--- src/rtl/mod_w_sched.sv ---
// Streaming SHA-2 message-schedule expander: takes one 16-word block and emits
// W[0..ROUNDS-1] one word per cycle, using a 16-entry ring buffer.
module mod_w_sched #(
  parameter  int unsigned WORD_W = 32,
  parameter  int unsigned ROUNDS = 64,
  localparam int unsigned T_W    = $clog2(ROUNDS)
) (
  input  logic              CLK,
  input  logic              RST,
  input  logic              FLUSH,
  input  logic              IN_VALID,
  output logic              IN_READY,
  input  logic [WORD_W-1:0] D_IN,
  output logic              OUT_VALID,
  input  logic              OUT_READY,
  output logic [WORD_W-1:0] D_OUT,
  output logic [T_W-1:0]    T_OUT,
  output logic              LAST
);

  if (WORD_W != 32 && WORD_W != 64) begin : g_bad_word_w
    $error("mod_w_sched: WORD_W must be 32 or 64");
  end
  if (ROUNDS < 17 || ROUNDS > 128) begin : g_bad_rounds
    $error("mod_w_sched: ROUNDS must be in 17..128");
  end

  typedef enum logic {LOAD, EXPAND} phase_t;

  phase_t            phase, phase_nx;
  logic [T_W-1:0]    t, t_nx;
  logic [WORD_W-1:0] ring [16];
  logic              slot_free, in_fire, exp_fire;
  logic [3:0]        idx;
  logic [WORD_W-1:0] w_new;

  function automatic logic [WORD_W-1:0] rotr(input logic [WORD_W-1:0] x, input int unsigned n);
    return (x >> n) | (x << (WORD_W - n));
  endfunction

  function automatic logic [WORD_W-1:0] sig0(input logic [WORD_W-1:0] x);
    if (WORD_W == 64) return rotr(x, 1) ^ rotr(x, 8) ^ (x >> 7);
    return rotr(x, 7) ^ rotr(x, 18) ^ (x >> 3);
  endfunction

  function automatic logic [WORD_W-1:0] sig1(input logic [WORD_W-1:0] x);
    if (WORD_W == 64) return rotr(x, 19) ^ rotr(x, 61) ^ (x >> 6);
    return rotr(x, 17) ^ rotr(x, 19) ^ (x >> 10);
  endfunction

  // Handshake qualification, schedule recurrence and next phase/round.
  always_comb begin
    slot_free = !OUT_VALID || OUT_READY;
    IN_READY  = (phase == LOAD) && slot_free;
    in_fire   = IN_READY && IN_VALID && !FLUSH;
    exp_fire  = (phase == EXPAND) && slot_free && !FLUSH;
    idx       = t[3:0];
    // (t-16)%16 aliases t%16: the oldest word is read before being overwritten.
    w_new     = sig1(ring[4'(idx - 4'd2)]) + ring[4'(idx - 4'd7)]
              + sig0(ring[4'(idx - 4'd15)]) + ring[idx];
    phase_nx  = phase;
    t_nx      = t;
    if (FLUSH) begin
      phase_nx = LOAD;
      t_nx     = '0;
    end else if (in_fire) begin
      t_nx = t + T_W'(1);
      if (t == T_W'(15)) phase_nx = EXPAND;
    end else if (exp_fire) begin
      if (t == T_W'(ROUNDS - 1)) begin
        t_nx     = '0;
        phase_nx = LOAD;
      end else begin
        t_nx = t + T_W'(1);
      end
    end
  end

  // Phase/round state and the output register.
  always_ff @(posedge CLK or posedge RST) begin
    if (RST) begin
      phase     <= LOAD;
      t         <= '0;
      OUT_VALID <= 1'b0;
      D_OUT     <= '0;
      T_OUT     <= '0;
      LAST      <= 1'b0;
    end else begin
      phase <= phase_nx;
      t     <= t_nx;
      if (FLUSH) begin
        OUT_VALID <= 1'b0;
        LAST      <= 1'b0;
      end else if (in_fire) begin
        OUT_VALID <= 1'b1;
        D_OUT     <= D_IN;
        T_OUT     <= t;
        LAST      <= 1'b0;
      end else if (exp_fire) begin
        OUT_VALID <= 1'b1;
        D_OUT     <= w_new;
        T_OUT     <= t;
        LAST      <= (t == T_W'(ROUNDS - 1));
      end else if (OUT_READY) begin
        OUT_VALID <= 1'b0;
        LAST      <= 1'b0;
      end
    end
  end

  // Ring buffer is never read before written within a block, so it has no reset.
  always_ff @(posedge CLK) begin
    if (in_fire)       ring[idx] <= D_IN;
    else if (exp_fire) ring[idx] <= w_new;
  end

endmodule
--- config.mk ---
export PLATFORM = sky130hd
export DESIGN_NAME = mod_w_sched
export DESIGN_NICKNAME = d
export VERILOG_FILES = /design/src/rtl/mod_w_sched.sv
export SDC_FILE = /design/constraint.sdc
export NUM_CORES = 1
export LEC_CHECK = 0
export ABC_CLOCK_PERIOD_IN_PS = 11600
export CAP_MARGIN = 40
export CORE_ASPECT_RATIO = 0.7
export CORE_MARGIN = 10
export CORE_UTILIZATION = 45
export DETAILED_ROUTE_END_ITERATION = 16
export SETUP_SLACK_MARGIN = 0.02
export SLEW_MARGIN = 10
export SYNTH_ARGS = -nofsm -noshare
export SYNTH_HDL_FRONTEND = slang
export SYNTH_SLANG_ARGS = --single-unit
--- constraint.sdc ---
create_clock -name CLK -period 11.6 [get_ports CLK]
set_clock_uncertainty 0.2 [all_clocks]
set_input_delay 1.74 -clock CLK [delete_from_list [all_inputs] [get_ports CLK]]
set_output_delay 1.74 -clock CLK [all_outputs]
set_load 0.1 [all_outputs]
==> impl_results.md <==
- Status: finished, final reports clean
- Post-synthesis instance area: 0.0342 mm2
- Critical-path cell list: inv_1 > ha_4 > buf_12 > mux4_2 > mux2_2 > nor2_1 > a21oi_1 > xnor2_1 > xnor2_1 > fa_1 > inv_1 > fa_1 > inv_1 > ha_1 > nor2b_1 > o21a_1 > o21ai_0 > a21oi_1 > o21ai_1 > o21ai_0 > xor2_1 > nand2_1 > nand2_1
- Area taken by flip-flops and latches: 0.0166 mm2
- Routability Congestion: 0.968
- Largest buffer count on any clock path: 3
- Count of buffers inserted at the top-level ports: 77
- Ratio of final minimum period to clock period: 76.6%
- Ratio of cells with drive above 1 in the final layout: 35.1%
- I/O pins: 78
- Power density over cell area: 217 mW/mm2
- Post-route minimum period: 8880 ps
- TritonCTS buffer count: 55
- Clock tree root driver cell: sky130_fd_sc_hd__clkbuf_16
- Die ar.: 0.0875 mm2
- Commonest cells in the synthesized netlist: 512 x sky130_fd_sc_hd__edfxtp_1, 506 x sky130_fd_sc_hd__mux4_2, 118 x sky130_fd_sc_hd__xnor2_1
- Post-DR wirelength/cell: around 35 um
- Number of cells upsized or downsized after cts: 0
- TritonCTS clock tree: built
- Crit start category: flip-flop
- Largest fanout of any net on the critical path: 58
- Async set or reset register ratio after synthesis: 8.41%
- Kind of cell with the highest combined delay on the critical path: compound AO/OA/AOI/OAI gates
- Number of post-CTS setup repair buffers: 0
- Worst Setup Slack, final: approximately 2700 ps
- Data arrival, critical path: 9030 ps
- Count of warnings emitted by yosys: 0
- Count of nets left with antenna violations after detail routing: 0
- Worst slack at placement: 2860 ps
- FP Rows: 84
- Stage delay of the slowest cell on the critical path: 880 ps
- Worst Max-Slew Pin Slew: 1010 ps
- Pin count of the biggest net entering global routing: 135
- Vias after detailed routing: 21200
- Cell with the largest stage delay on the worst path: sky130_fd_sc_hd__dfrtp_4
- Synth top area share: 45.0%
- First-pass GRT wire length: 154 mm
- Number of design rule violations left after detail routing: 0
- Cell types occupying the most area after synthesis: sky130_fd_sc_hd__edfxtp_1 45%, sky130_fd_sc_hd__mux4_2 33%, sky130_fd_sc_hd__fa_1 3.6%
- Overall power consumption: between 8 and 9 mW
- Grt peak-use layer: met2
- Slew Limit Headroom: about a third
- Launch point of the worst hold path: T_OUT[4]
- Number of global-route vias before repair: between 20000 and 25000
- Hold Buf Count CTS: 0
- Filler Cells Inserted: 5916
- Total core area: 0.0751 mm2
- Final setup viols: 0
- Path type of the worst setup path: reg2reg
- Cells after synthesis: 1924
- Area delta synth->final: 14.1%
- Buffers & Inverters on Critical Path: 4
- # Max-Cap Violations: 0
- CP required: between 10000 and 15000 ps
- Slack of the worst reg-to-reg path: around 2700 ps
- Share of the yosys chip area belonging to registers: 48.4%
- Clock latency of the later-clocked register in the worst-skew pair: roughly 630 ps
- Detailed Route Iter0 Violations: 2717
- Setup_tns: 0 ps
- Ratio of routed vias to standard cells: 6.94
- Die Span Y: 251 um
- Met2 Use GR: 36.6%
- Net count, final: around 2200
- Global-route track usage on met3: under 10%
- Kind of capture point of the worst setup path: flip-flop
- TritonRoute pass-1 iters: 5
- Total nets after synthesis: 2060
- Number of hold-slack violations in the final timing report: 0
- Top flip-flop cell by instance count after synthesis: sky130_fd_sc_hd__edfxtp_1
- Cell accounting for the most synthesized area: sky130_fd_sc_hd__edfxtp_1
- Synthesis-stage register bit count: approximately 560
- Sum of routed wire length over all layers: 107 mm
- Antenna violations before repair: 0
- FF-to-FF path depth: 23
- Aggregate global-route resource usage: 24.3%
- Leakage power figure: approximately 13 nW
- Sink of the worst hold path: T_OUT[4]
- Starting density of the core: a little under half
- Largest voltage drop on the vdd net: 0.263 mV
- Distinct cell type count of the synthesized netlist: 56
- Number of enable flip-flop cells after synthesis: 512
- Classification of the worst-slack hold path: reg2reg
- Die Wd: 349 um
- Syn Area/Cell: 17.8 um2
- H-tree Lvls: 2
- WHS Path Cells: 2
- Multi-input combinational cell area: approximately 0.017 mm2
- Cell with the most instances after synthesis: sky130_fd_sc_hd__edfxtp_1
- Launching point of the worst reg2reg path: t[1]
- Terminus of the critical flop-to-flop path: ring[13][19]
- Inserted Diodes: 0
- Cell seen most often among critical-path stages: sky130_fd_sc_hd__inv_1
- Achievable frequency: 0.113 GHz
- Global route overflow: 0
- Unrepaired setup endpoints after global routing: no
- Clock-pin slew on the worst setup and hold paths: 70 ps
- Placed wire-length estimate: approximately 70 mm
- Met1 Usage GRT: 34.9%
- Clock net sink count: between 500 and 600
- Slew Viols, Final: 0
area by class of cell:
| class | instances | area share (%) |
|---|---|---|
| multi-input combinational | 1127 | 43.1 |
| inverter | 103 | 0.991 |
| clock inverter | 31 | 0.786 |
| clock buffer | 72 | 3.83 |
| tap | 989 | 3.17 |
| sequential | 559 | 42.5 |
| timing repair buffer | 178 | 5.64 |
placed cells by master (no fill, tap or decap), types with 6 or more instances in the layout:
cell type,synthesis,layout
sky130_fd_sc_hd__xnor2_1,118,117
sky130_fd_sc_hd__buf_4,5,47
sky130_fd_sc_hd__bufinv_16,0,6
sky130_fd_sc_hd__a22oi_1,14,14
sky130_fd_sc_hd__a21o_1,26,26
sky130_fd_sc_hd__clkdlybuf4s50_1,0,77
sky130_fd_sc_hd__a211oi_1,7,7
sky130_fd_sc_hd__ha_1,37,35
sky130_fd_sc_hd__clkinv_1,0,10
sky130_fd_sc_hd__edfxtp_1,512,512
sky130_fd_sc_hd__o21a_1,9,9
sky130_fd_sc_hd__nor2_4,0,12
sky130_fd_sc_hd__nor3_1,10,6
sky130_fd_sc_hd__inv_1,103,102
sky130_fd_sc_hd__a21oi_1,35,35
sky130_fd_sc_hd__fa_1,62,62
sky130_fd_sc_hd__buf_16,0,20
sky130_fd_sc_hd__a221o_1,13,13
sky130_fd_sc_hd__xor2_1,27,24
sky130_fd_sc_hd__mux4_2,506,506
sky130_fd_sc_hd__nor2_1,50,38
sky130_fd_sc_hd__o21bai_1,7,7
sky130_fd_sc_hd__dfrtp_1,47,43
sky130_fd_sc_hd__mux2i_1,12,12
sky130_fd_sc_hd__clkbuf_1,52,14
sky130_fd_sc_hd__clkbuf_16,0,57
sky130_fd_sc_hd__clkinv_2,0,10
sky130_fd_sc_hd__o21ai_0,34,34
sky130_fd_sc_hd__buf_8,0,28
sky130_fd_sc_hd__nand2_1,86,86
worst register-to-register path: cells and delay by family (launching register included):
kind,cells,cell delay [ps]
xor+xnor,3,730
buf+inv,4,900
flops,1,880
compound gates,6,2270
simple gates,4,920
fa+ha+maj,4,2070
mux,2,600
logic make-up after synthesis:
| logic type | Yosys count | synth area share (%) |
|---|---|---|
| compound gates | 167 | 3.31 |
| simple gates | 190 | 2.49 |
| xor+xnor | 146 | 3.76 |
| flops | 559 | 48.4 |
| mux | 525 | 34.0 |
| fa+ha+maj | 99 | 4.99 |
| buf+inv | 238 | 2.97 |
metal layers:
metal / part of all wire (%) / wire length (um)
met2: 45 / 48400
met1: 40 / 42900
met5: 0 / 0
met3: 12 / 12400
met4: 2.7 / 2900
where the power goes:
part / switching, mW / total [mW] / internal [mW]
Sequential: 0.0291 / 2.26 / 2.23
Clock: 0.784 / 1.82 / 1.04
Combinational: 2.62 / 4.39 / 1.76
Total: 3.44 / 8.47 / 5.03
registers in the layout, indices dropped and copies added (netlist names):
register and flops:
ring 512, D_OUT 32, T_OUT 6, t 6, LAST 1, OUT_VALID 1, phase 1
stage by stage:
stage	utilization [%]	std cells	hold slack [ps]	cell area, um2
5_1_grt	51.9	3059	306	39000
3_5_place_dp	49.5	2956	260	37200
2_1_floorplan	-	1924	328	34200
4_1_cts	51.9	3059	273	39000
6_report	51.9	3059	271	39000
3_3_place_gp	48.1	2905	252	36200
worst max path at each step:
| stage | from | to | slack (ps) | cells past startpoint |
|---|---|---|---|---|
| 2_1_floorplan | t[0] | ring[0][30] | 2910 | 30 |
| 4_1_cts | t[1] | ring[14][27] | 2840 | 22 |
| 6_report | t[1] | ring[13][19] | 2720 | 23 |
| 3_5_place_dp | t[1] | ring[9][27] | 2860 | 22 |
| 3_3_place_gp | t[1] | ring[15][28] | 2720 | 19 |
| 5_1_grt | t[1] | ring[14][27] | 2340 | 22 |
Power figures use the tool's default switching activity.
